===== src/rtl/led_share_arbiter_if.sv =====
// LED-bank sharing bus: requester side (REQ/PATTERN) and arbiter side (GNT/DATA/TICK/STATE).
// REQ is a level request with no ready/ack phase; GNT is the only acknowledgement. It is one-hot or zero.
interface led_share_arbiter_if #(
    parameter int N_REQ = 4
);
    logic [N_REQ-1:0]   REQ;
    logic [4*N_REQ-1:0] PATTERN;
    logic [N_REQ-1:0]   GNT;
    logic [3:0]         DATA;
    logic               TICK;
    logic [1:0]         STATE;   // debug view of the arbiter FSM

    modport master (
        output REQ, PATTERN,
        input  GNT, DATA, TICK, STATE
    );

    modport slave (
        input  REQ, PATTERN,
        output GNT, DATA, TICK, STATE
    );
endinterface


===== src/rtl/led_share_arbiter.sv =====
// Round-robin owner of the 4-bit LED bank with a minimum dwell in prescaler ticks
// and a one-tick blank gap between different owners.
module led_share_arbiter #(
    parameter int         N_REQ          = 4,
    parameter int         PRESCALE_WIDTH = 24,
    parameter int         DWELL_TICKS    = 4,
    parameter logic [3:0] IDLE_PATTERN   = 4'b0000,
    parameter logic [3:0] GAP_PATTERN    = 4'b0000
) (
    input logic                CLK,
    input logic                RSTN,
    led_share_arbiter_if.slave bus
);
    localparam int PTR_W = (N_REQ > 1) ? $clog2(N_REQ) : 1;
    localparam int DW_W  = (DWELL_TICKS > 1) ? $clog2(DWELL_TICKS) : 1;

    typedef enum logic [1:0] {
        ST_IDLE = 2'd0,
        ST_HOLD = 2'd1,
        ST_GAP  = 2'd2
    } state_t;

    state_t                    state;
    logic [PRESCALE_WIDTH-1:0] cnt;
    logic                      tick;
    logic [N_REQ-1:0]          gnt;
    logic [3:0]                data;
    logic [PTR_W-1:0]          ptr;
    logic [DW_W-1:0]           dwell;
    logic                      fresh;   // first cycle of a grant: its TICK is not counted

    logic                      pick_found;
    logic [PTR_W-1:0]          pick_idx;
    logic [PTR_W+1:0]          pick_base;
    logic [PTR_W+1:0]          own_base;
    logic [N_REQ-1:0]          pick_onehot;
    logic                      others_req;
    logic                      owner_req;
    logic                      last_tick;

    // Free-running prescaler; TICK is the registered all-ones decode.
    always_ff @(posedge CLK) begin
        if (!RSTN) begin
            cnt  <= '0;
            tick <= 1'b0;
        end else begin
            cnt  <= cnt + 1'b1;
            tick <= &cnt;
        end
    end

    always_comb begin : rr_pick
        int j;
        pick_found = 1'b0;
        pick_idx   = '0;
        j          = 0;
        for (int k = 1; k <= N_REQ; k++) begin
            j = int'(ptr) + k;
            if (j >= N_REQ) j = j - N_REQ;
            if (!pick_found && bus.REQ[j]) begin
                pick_found = 1'b1;
                pick_idx   = PTR_W'(j);
            end
        end
    end

    // While holding, the pointer equals the owner, so it doubles as the owner index.
    assign pick_base   = {pick_idx, 2'b00};
    assign own_base    = {ptr, 2'b00};
    assign pick_onehot = {{(N_REQ-1){1'b0}}, 1'b1} << pick_idx;
    assign others_req  = |(bus.REQ & ~gnt);
    assign owner_req   = |(bus.REQ & gnt);
    assign last_tick   = (dwell == DW_W'(DWELL_TICKS - 1));

    always_ff @(posedge CLK) begin
        if (!RSTN) begin
            state <= ST_IDLE;
            gnt   <= '0;
            data  <= IDLE_PATTERN;
            ptr   <= PTR_W'(N_REQ - 1);
            dwell <= '0;
            fresh <= 1'b0;
        end else begin
            fresh <= 1'b0;
            case (state)
                ST_IDLE: begin
                    if (pick_found) begin
                        state <= ST_HOLD;
                        gnt   <= pick_onehot;
                        data  <= bus.PATTERN[pick_base +: 4];
                        ptr   <= pick_idx;
                        dwell <= '0;
                        fresh <= 1'b1;
                    end
                end
                ST_HOLD: begin
                    if (tick && !fresh) begin
                        if (last_tick) begin
                            dwell <= '0;
                            if (others_req) begin
                                state <= ST_GAP;
                                gnt   <= '0;
                                data  <= GAP_PATTERN;
                            end else if (owner_req) begin
                                data  <= bus.PATTERN[own_base +: 4];
                                fresh <= 1'b1;
                            end else begin
                                state <= ST_IDLE;
                                gnt   <= '0;
                                data  <= IDLE_PATTERN;
                            end
                        end else begin
                            dwell <= dwell + 1'b1;
                        end
                    end
                end
                ST_GAP: begin
                    if (tick) begin
                        if (pick_found) begin
                            state <= ST_HOLD;
                            gnt   <= pick_onehot;
                            data  <= bus.PATTERN[pick_base +: 4];
                            ptr   <= pick_idx;
                            dwell <= '0;
                            fresh <= 1'b1;
                        end else begin
                            state <= ST_IDLE;
                            data  <= IDLE_PATTERN;
                        end
                    end
                end
                default: begin
                    state <= ST_IDLE;
                    gnt   <= '0;
                    data  <= IDLE_PATTERN;
                end
            endcase
        end
    end

    assign bus.GNT   = gnt;
    assign bus.DATA  = data;
    assign bus.TICK  = tick;
    assign bus.STATE = state;

    a_gnt_onehot0: assert property (@(posedge CLK) $onehot0(gnt));
    a_hold_owned:  assert property (@(posedge CLK) disable iff (!RSTN)
                                    (state == ST_HOLD) |-> (gnt != '0));
endmodule

===== src/flat_wrapper.sv =====
// flat-port wrapper written by rule: the top's interface ports become plain ports
module led_share_arbiter_flat 
#(
    parameter int         N_REQ          = 4,
    parameter int         PRESCALE_WIDTH = 24,
    parameter int         DWELL_TICKS    = 4,
    parameter logic [3:0] IDLE_PATTERN   = 4'b0000,
    parameter logic [3:0] GAP_PATTERN    = 4'b0000
)
  (CLK, RSTN, bus_REQ, bus_PATTERN, bus_GNT, bus_DATA, bus_TICK, bus_STATE);
  led_share_arbiter_if #(.N_REQ(N_REQ)) bus_i ();
  input logic CLK;
  input logic RSTN;
  input wire logic [$bits(bus_i.REQ)-1:0] bus_REQ;
  input wire logic [$bits(bus_i.PATTERN)-1:0] bus_PATTERN;
  output wire logic [$bits(bus_i.GNT)-1:0] bus_GNT;
  output wire logic [$bits(bus_i.DATA)-1:0] bus_DATA;
  output wire logic [$bits(bus_i.TICK)-1:0] bus_TICK;
  output wire logic [$bits(bus_i.STATE)-1:0] bus_STATE;
  assign bus_i.REQ = bus_REQ;
  assign bus_i.PATTERN = bus_PATTERN;
  assign bus_GNT = bus_i.GNT;
  assign bus_DATA = bus_i.DATA;
  assign bus_TICK = bus_i.TICK;
  assign bus_STATE = bus_i.STATE;
  led_share_arbiter #(.N_REQ(N_REQ), .PRESCALE_WIDTH(PRESCALE_WIDTH), .DWELL_TICKS(DWELL_TICKS), .IDLE_PATTERN(IDLE_PATTERN), .GAP_PATTERN(GAP_PATTERN)) u_core (.CLK(CLK), .RSTN(RSTN), .bus(bus_i));
endmodule

===== config.mk =====
export PLATFORM = sky130hd
export DESIGN_NAME = led_share_arbiter_flat
export DESIGN_NICKNAME = d
export VERILOG_FILES = /design/src/rtl/led_share_arbiter_if.sv /design/src/rtl/led_share_arbiter.sv /design/src/flat_wrapper.sv
export SDC_FILE = /design/constraint.sdc
export NUM_CORES = 1
export LEC_CHECK = 0
export ABC_CLOCK_PERIOD_IN_PS = 1800
export CELL_PAD_IN_SITES_DETAIL_PLACEMENT = 1
export CELL_PAD_IN_SITES_GLOBAL_PLACEMENT = 1
export CORE_MARGIN = 2
export CORE_UTILIZATION = 37
export CTS_BUF_LIST = sky130_fd_sc_hd__clkbuf_16
export CTS_CLUSTER_DIAMETER = 200
export DETAILED_ROUTE_END_ITERATION = 16
export GPL_TIMING_DRIVEN = 0
export PLACE_DENSITY_LB_ADDON = 0.12
export SLEW_MARGIN = 0
export SYNTH_ARGS = -nofsm -noshare
export SYNTH_HDL_FRONTEND = slang
export SYNTH_SLANG_ARGS = --single-unit

===== constraint.sdc =====
create_clock -name CLK -period 1.8 [get_ports CLK]
set_input_delay 0.54 -clock CLK [delete_from_list [all_inputs] [get_ports CLK]]
set_output_delay 0.54 -clock CLK [all_outputs]
set_load 0.1 [all_outputs]

After elaboration in Yosys (flattened, before gate mapping)
Index checks and enable logic that the tools add are counted.
{ "word_totals": {"ff_bits": 40, "wordCells": 121, "input_bits": 22, "out_inout_bits": 11} }
{ "classes": {"shifts": 3, "addsub": 10, "n_bitwise": 3, "mux": 62, "reduce_logical": 19, "n_eq_ne": 8, "magnitude_cmp": 8} }
{ "op_table": {"columns": ["op", "count"], "rows": [
  ["$ge 32x4->1 const B", 4],
  ["$lt 32x4->1 const B", 4],
  ["$mux 32", 4],
  ["$sub 32x4->32 const B", 4],
  ["$mux 4", 13],
  ["$mux 2", 16],
  ["$shiftx 16x5->4", 2],
  ["$add 24x1->24 const B", 1],
  ["$pmux 4 s3", 2],
  ["$reduce_and 24->1", 1],
  ["$mux 1", 19],
  ["$pmux 2 s3", 2],
  ["$and 4x4->4", 2],
  ["$bmux 1 s2", 4],
  ["$ne 2x1->1 const B", 4],
  ["$reduce_and 4->1", 2],
  ["$reduce_or 4->1", 2],
  ["$add 2x2->3 const B", 2],
  ["$reduce_and 5->1", 1],
  ["$add 2x3->4 const B", 1],
  ["$eq 2x2->1 const B", 2],
  ["$logic_and 1x1->1", 4],
  ["$logic_not 1->1", 4],
  ["$not 4->4", 1],
  ["12 further kinds", 12]
]} }

Longest topological paths before layout
Gate-level depths: netlist (run 1).
{ "logic_depth": {"depth_word": 20, "depth_mapped": 7, "depth_no_buf": 6} }

Worst setup path before layout (run 1)
Ideal clock, no wire load.
{ "synth_path": {"path_type": "register -> register", "startpoint": "register u_core.state[0] (netlist: u_core.bus.STATE[0])", "endpoint": "register u_core.dwell[0]", "t_arrival_ns": 2.142, "path_slack_ns": -0.470, "synth_period_minus_slack_ns": 2.270, "setup_time_ns": 0.128, "stages_incl_launch_ff": 5, "required_ns": 1.672, "path_buffers": 0, "path_cell_list": "dfxtp_1 > nand2b_1 > or3b_2 > a31oi_1 > nor2_1"} }
{ "synth_via": {"elab_chain_len": 3, "elab_cells_between_ends": 8, "cone_classes": "eq/ne: 4; mux: 1; reduce/logical: 3"} }
{ "synth_lines": {"columns": ["item", "line_no", "source"], "rows": [
  ["start: declaration", "led_share_arbiter.sv:23", "state_t state;"],
  ["start signal: assignment", "led_share_arbiter.sv:77", "state <= ST_IDLE;"],
  ["start signal: assignment", "led_share_arbiter.sv:88", "state <= ST_HOLD;"],
  ["start signal: assignment", "led_share_arbiter.sv:101", "state <= ST_GAP;"],
  ["$eq 2x2->1, or another cell as far along", "led_share_arbiter.sv:85", "case (state)"],
  ["$ne 2x1->1 (no line) or $reduce_bool 3->1 (tied branches)", null, null],
  ["$reduce_and 3->1 (no line)", null, null],
  ["end signal: assignment", "led_share_arbiter.sv:113", "dwell <= dwell + 1'b1;"],
  ["end: declaration", "led_share_arbiter.sv:29", "logic [DW_W-1:0] dwell;"]
]} }
Parallel ways exist; a longest one is shown, timed or not.
A chain may end at the register's enable or synchronous reset.

Worst setup path in the final report (run 1)
{ "layout_path": {"startpoint": "register u_core.data[0] (netlist: u_core.bus.DATA[0])", "endpoint": "output port bus_DATA[0]"} }
{ "layout_rtl": {"columns": ["item", "line_no", "source"], "rows": [
  ["start: declaration", "led_share_arbiter.sv:27", "logic [3:0] data;"],
  ["start signal: assignment", "led_share_arbiter.sv:90", "data <= bus.PATTERN[pick_base +: 4];"],
  ["start signal: assignment", "led_share_arbiter.sv:105", "data <= bus.PATTERN[own_base +: 4];"],
  ["start signal: assignment", "led_share_arbiter.sv:122", "data <= bus.PATTERN[pick_base +: 4];"],
  ["end: declaration", "flat_wrapper.sv:17", "output wire logic [$bits(bus_i.DATA)-1:0] bus_DATA;"]
]} }
No word-level cell between the ends.

==> impl_metrics.tcl, run 1 <==
set metrics [dict create \
    synth_top_cell_by_area "dfxtp_1" \
    clk_pin_slew_worst_paths_ns 0.06 \
    grt_use_total_pct 20.3 \
    synth_top_family_by_area "simple AND/OR/NAND/NOR gates" \
    ant_nets 0 \
    io_pins 33 \
    reg2reg_depth 5 \
    max-slew-margin-rel_pct 54.6 \
    drc 0 \
    path_class "register to primary output" \
    worstPathMaxFanout 2 \
    cts_tree "built" \
    start_kind "register" \
    skew_ns 0.00556 \
    die_w_um 80.3 \
    synthTopCellsByArea "dfxtp_1, xnor2_1, mux4_2" \
    final.setup.tns_ns 0 \
    peakVddDrop_mv 0.579 \
    critPathRequiredTime_ns 1.26 \
    drive_above_1_share_pct 29.0 \
    worstSetupStartpoint "u_core.bus.DATA[0]" \
    critical-path-top-delay-family "buffers and inverters" \
    syn_inst 239 \
    slew_viol_final 0 \
    antenna_found_initial 0 \
    syn_area_per_cell_um2 9.00 \
    wl_per_cell_um 16.6 \
    cp.arrival_ns 1.23 \
    outcome "finished, final reports clean" \
    clk_latency_ns 0.29 \
    slowest_stage "clkdlybuf4s15_2" \
    clockBufferDepth 2 \
    htree_num_levels 2 \
    io_buffers 31 \
    grt_max_degree 13 \
    initial_core_util_pct 38.6 \
    synthesis.area_um2 2150 \
    synth_flop_cell "dfxtp_1" \
    fmax_ghz 0.566 \
    synth_compound_area_share_pct 16.4 \
    drt_wl_total_um 5880 \
    r2r_start "u_core.cnt[5]" \
    muxShareOfSynthArea_pct 6.51 \
    setup_viol 0 \
    synth.yosys.warnings 0 \
    min_period_over_period_pct 98.1 \
    finalWeightedCongestion 0.736 \
    max_slew.worst_pin.slew_ns 0.678 \
    hold_path_class "register to register" \
    grt_pass1_wl_um 9930 \
    drtIter0Drc 81 \
    row_count 27 \
    vias 1967 \
    ys_seq_area_share_pct 37.2 \
    placed_area_um2 2560 \
    yosysTopAreaCellShare_pct 37.2 \
    grt_setup_unrepaired "true" \
    async_flop_share_pct 0 \
    first_pass_iters 4 \
    clkSinkCount 40 \
    synth_xor_area_share_pct 5.70 \
    worst_path_largest_cell_delay_ns 0.57 \
    cts-root-buf "clkbuf_16" \
    grt.overflow.total 0 \
    hold_path.startpoint "u_core.cnt[23]" \
    hpwl_um 4020 \
    end_kind "primary output" \
    fill_cells 638 \
    fin_nets 306 \
    max_cap_viol_count 0 \
    p_per_area_nw_per_um2 881 \
    fin_crit_ns 1.77 \
    crit_chain "clkdlybuf4s15_2" \
    synth-adder-area-share_pct 1.16 \
    syn_nets 263 \
    dieArea_um2 6440 \
    r2r_end "u_core.cnt[12]" \
    n_antenna_cell 0 \
    syn_to_final_growth_pct 35.2 \
    ys_types 52 \
    crit_buf_inv 1 \
    hold_viol_final 0 \
    yosys.area_share.simple_pct 29.2 \
    coreArea_um2 5570 \
    synth-edff-count 0 \
    grt_pass1_vias 2002 \
    synth-seq-cells 40 \
    die_height_um 80.3 \
    design_area_um2 2910 \
    cts_buffers 5 \
    vias_per_cell 5.54 \
    crit_cells 1 \
    p_leak_nw 1.04 \
    crit_end "bus_DATA[0]" \
    rrSetupSlack_ns 0.06 \
]
==> power breakdown <==
part           total (mW)  switching (mW)  internal (mW)
combinational       0.588           0.369          0.219
sequential          0.962          0.0369          0.925
clock                1.01           0.366          0.647
total                2.56           0.772           1.79
==> routing by layer <==
metal,GRT usage (%),part of all wire [%],up-vias
li1,-,-,962
met1,26.4,48,967
met2,33.6,48,30
met3,5.17,2.9,8
met4,4.75,1.4,0
met5,0,0,-
==> metrics by stage <==
stage,instances,hold slack [ns],power [mW],util [%],worst slack (ns)
floorplan,239,0.418,1.35,-,-0.0395
global placement,342,0.438,1.51,46.0,-0.937
detailed placement,342,0.450,1.52,46.0,-0.964
CTS,352,0.473,2.55,50.1,0.00227
global route,355,0.497,2.65,52.2,-0.0423
finish,355,0.470,2.56,52.2,0.0347
==> tightest hold or removal path: stages, from the launching register on <==
cell and delay [ns]:
dfxtp_1 0.32, nand3_1 0.07, nor3_1 0.05
==> how the worst min path moves through the flow <==
stage	to	cells past startpoint	slack, ns
floorplan	u_core.cnt[0]	1	0.42
global placement	u_core.cnt[0]	1	0.44
detailed placement	u_core.cnt[0]	1	0.45
CTS	u_core.bus.TICK	2	0.47
global route	u_core.cnt[0]	1	0.50
finish	u_core.bus.TICK	2	0.47
==> synth_stat cells (2+ instances only) <==
cell type,n
o221ai_1,4
a21oi_1,11
mux4_2,4
nand3_1,10
or3_2,2
dfxtp_1,40
nor3_2,5
and4_1,2
xor2_1,2
a221oi_1,2
and3_1,4
buf_2,2
or2_2,2
nor2b_1,2
o21ai_0,14
buf_6,2
nand2_1,16
ha_1,2
clkbuf_1,4
o22ai_1,2
inv_1,7
or3_1,8
xnor2_1,12
o211ai_1,2
a21boi_0,5
nor3_1,5
nor2_1,23
nor3b_1,5
and3b_1,2
nand2b_1,7
mux2i_1,5
a22oi_1,4
and2_1,2
a31oi_1,2
==> cell type report <==
type,count,area (um^2),share of cell area [%]
Tap cell,72,90.1,3.10
Clock buffer,5,125,4.30
Inverter,7,26.3,0.903
Multi-Input combinational cell,183,1390,47.7
Sequential cell,40,817,28.1
Timing Repair Buffer,36,367,12.6
Buffer,9,57.6,1.98
Clock inverter,3,38.8,1.33
==> state kept, by name (all words and copies together) (netlist names) <==
register and count:
u_core.cnt 24, u_core.bus.DATA 4, u_core.fresh 1, u_core.bus.STATE 2
u_core.ptr 2, u_core.dwell 2, u_core.bus.GNT 4, u_core.bus.TICK 1
==> cells by family (layout without fill, tap and decap cells) <==
kind of cell | count (synthesis) | after routing
AOI/OAI and AO/OA | 53 | 53
muxes | 9 | 9
xor gates and xnor gates | 14 | 14
and+or+nand+nor | 105 | 105
DFF | 40 | 40
buffers and inverters | 16 | 60
adders and majority gates | 2 | 2
==> cell usage in the layout, fill, tap and decap left out, types with 3 or more instances in the layout <==
cell type and instances:
o221ai_1 4, inv_1 8, or3_1 8, a21oi_1 10, mux2i_1 5, nor3b_1 4, mux4_2 4, a21boi_0 4
dfxtp_1 29, dfxtp_2 10, clkdlybuf4s15_2 10, xnor2_1 12, dlymetal6s2s_1 5, and3_1 4, buf_2 3, buf_4 7
clkbuf_16 5, nor3_2 5, nand2b_1 6, buf_6 3, clkbuf_1 4, o21ai_0 14, clkdlybuf4s50_1 11, nor3_1 5
nor2_1 22, nand2_1 16, nand3_1 9
==> timing repair <==
action | in CTS | in global routing
endpoints found under the setup margin | 28 | 23
cloned | 0 | 0
setup buffers | 2 | 3
pin swaps | 7 | 10
resized for setup | 57 | 36
hold buffers | 0 | 0
Note: power is estimated with default switching activity, not from simulation.
==> inputs of run 2 (changes only) <==
ABC_CLOCK_PERIOD_IN_PS = 1950   (was 1800)
CORE_UTILIZATION = 40   (was 37)
clock period = 1.95 ns   (was 1.8 ns; I/O delays follow)
==> impl_metrics.tcl, run 2 (synthesis gave the netlist of run 1 again) <==
set metrics [dict create \
    setup_viol 0 \
    n_antenna_cell 0 \
    drtIter0Drc 67 \
    hold_path_class "register to register" \
    row_count 26 \
    clk_latency_ns 0.28 \
    max-slew-margin-rel_pct 48.5 \
    pre_cts_ws_ns -0.831 \
    clk_pin_slew_worst_paths_ns 0.06 \
    skew_ns 0.00458 \
    crit_chain "buf_12, or4_4, o22ai_4, or2_4, a22oi_1, o221ai_1" \
    slew_viol_final 0 \
    end_kind "register" \
    peakVddDrop_mv 0.568 \
    finalWeightedCongestion 0.745 \
    grt_use_total_pct 21.0 \
    clockBufferDepth 2 \
    final_cell_mix "dfxtp_1, nor2_1, clkdlybuf4s50_1, nand2_1, o21ai_0" \
    hold_viol_final 0 \
    cts_buffers 5 \
    final.setup.tns_ns 0 \
    fmax_ghz 0.525 \
    fin_nets 301 \
    coreArea_um2 5140 \
    cp.arrival_ns 2.10 \
    antenna_found_initial 0 \
    layout_commonest_cell "dfxtp_1" \
    path_class "primary input to register" \
    grt_max_degree 14 \
    slowest_stage "or4_4" \
    whs_ns 0.455 \
    regMostFlops "u_core.cnt" \
    fin_ws_ns 0.0470 \
    worst_path_largest_cell_delay_ns 0.57 \
    syn_to_final_growth_pct 30.8 \
    hpwl_um 4180 \
    io_pins 33 \
    drive_above_1_share_pct 23.7 \
    p_per_area_nw_per_um2 830 \
    cts_tree "built" \
    critPathRequiredTime_ns 2.14 \
    start_kind "primary input" \
    first_pass_iters 4 \
    min_period_over_period_pct 97.6 \
    max_cap_viol_count 0 \
    max_slew.worst_pin.slew_ns 0.769 \
    p_total_mw 2.34 \
    io_buffers 31 \
    largest_reg_flops 24 \
    vias 1944 \
    p_leak_nw 0.963 \
    post-cts-setup-buffers 0 \
    grt.overflow.total 0 \
    grt_pass1_vias 1994 \
    wl_per_cell_um 17.1 \
    vias_per_cell 5.59 \
    drt_wl_total_um 5960 \
    clkSinkCount 40 \
    fin_crit_ns 1.90 \
    worstPathMaxFanout 7 \
    ant_nets 0 \
    dieArea_um2 5980 \
    htree_num_levels 2 \
    grt_pass1_wl_um 10000 \
    worstSetupStartpoint "bus_REQ[3]" \
    hold_path.startpoint "u_core.cnt[0]" \
    cts-root-buf "clkbuf_16" \
    die_w_um 77.4 \
    die_height_um 77.4 \
    outcome "finished, final reports clean" \
    drc 0 \
    initial_core_util_pct 41.9 \
    r2r_start "u_core.ptr[1]" \
]
## run 2: metrics by stage
| step | utilization, % | cell area (um^2) | instances |
|---|---|---|---|
| finish | 54.8 | 2820 | 348 |
| floorplan | - | 2160 | 239 |
| CTS | 54.0 | 2780 | 348 |
| global placement | 49.8 | 2560 | 340 |
| detailed placement | 49.8 | 2560 | 340 |
| global route | 54.8 | 2820 | 348 |
## run 2: report_power, final
group	switching [mW]	total, mW	internal [mW]
registers	0.0329	0.888	0.855
clock network	0.321	0.921	0.601
logic	0.335	0.528	0.193
total	0.689	2.34	1.65
## run 2: routing by layer
metal | track usage [%] | wire [um]
met2 | 35.3 | 2950
met1 | 27.1 | 2790
met4 | 7.14 | 65
met5 | 0 | 0
met3 | 4.07 | 145
## run 2: path summary, 6_finish.rpt
| path | to | slack, ns | cells after the start |
|---|---|---|---|
| max | u_core.bus.DATA[3] | 0.05 | 6 |
| min | u_core.cnt[0] | 0.45 | 1 |
| max reg2reg | u_core.bus.DATA[2] | 0.11 | 6 |
| min reg2reg | u_core.cnt[0] | 0.45 | 1 |
## run 2: worst max-delay path, delay by kind of cell
kind                   cells  cell delay [ns]
buffers and inverters      1             0.11
AND/OR/NAND/NOR            2             0.80
AO/OA/AOI/OAI              3             0.59
## run 2: final cells by class
| type | count | area, um^2 |
|---|---|---|
| clock buffer | 5 | 125 |
| fill | 612 | 2320 |
| timing repair buffer | 31 | 325 |
| tap | 70 | 87.6 |
| multi-input combinational | 183 | 1340 |
| clock inverter | 3 | 42.5 |
| sequential | 40 | 810 |
| buffer | 9 | 55.1 |
| inverter | 7 | 26.3 |
## run 2: timing repair
action,4_1_cts,5_1_grt
gates resized for setup,51,19
pin swaps,8,6
endpoints found under the setup margin,25,5
hold buffers,0,0
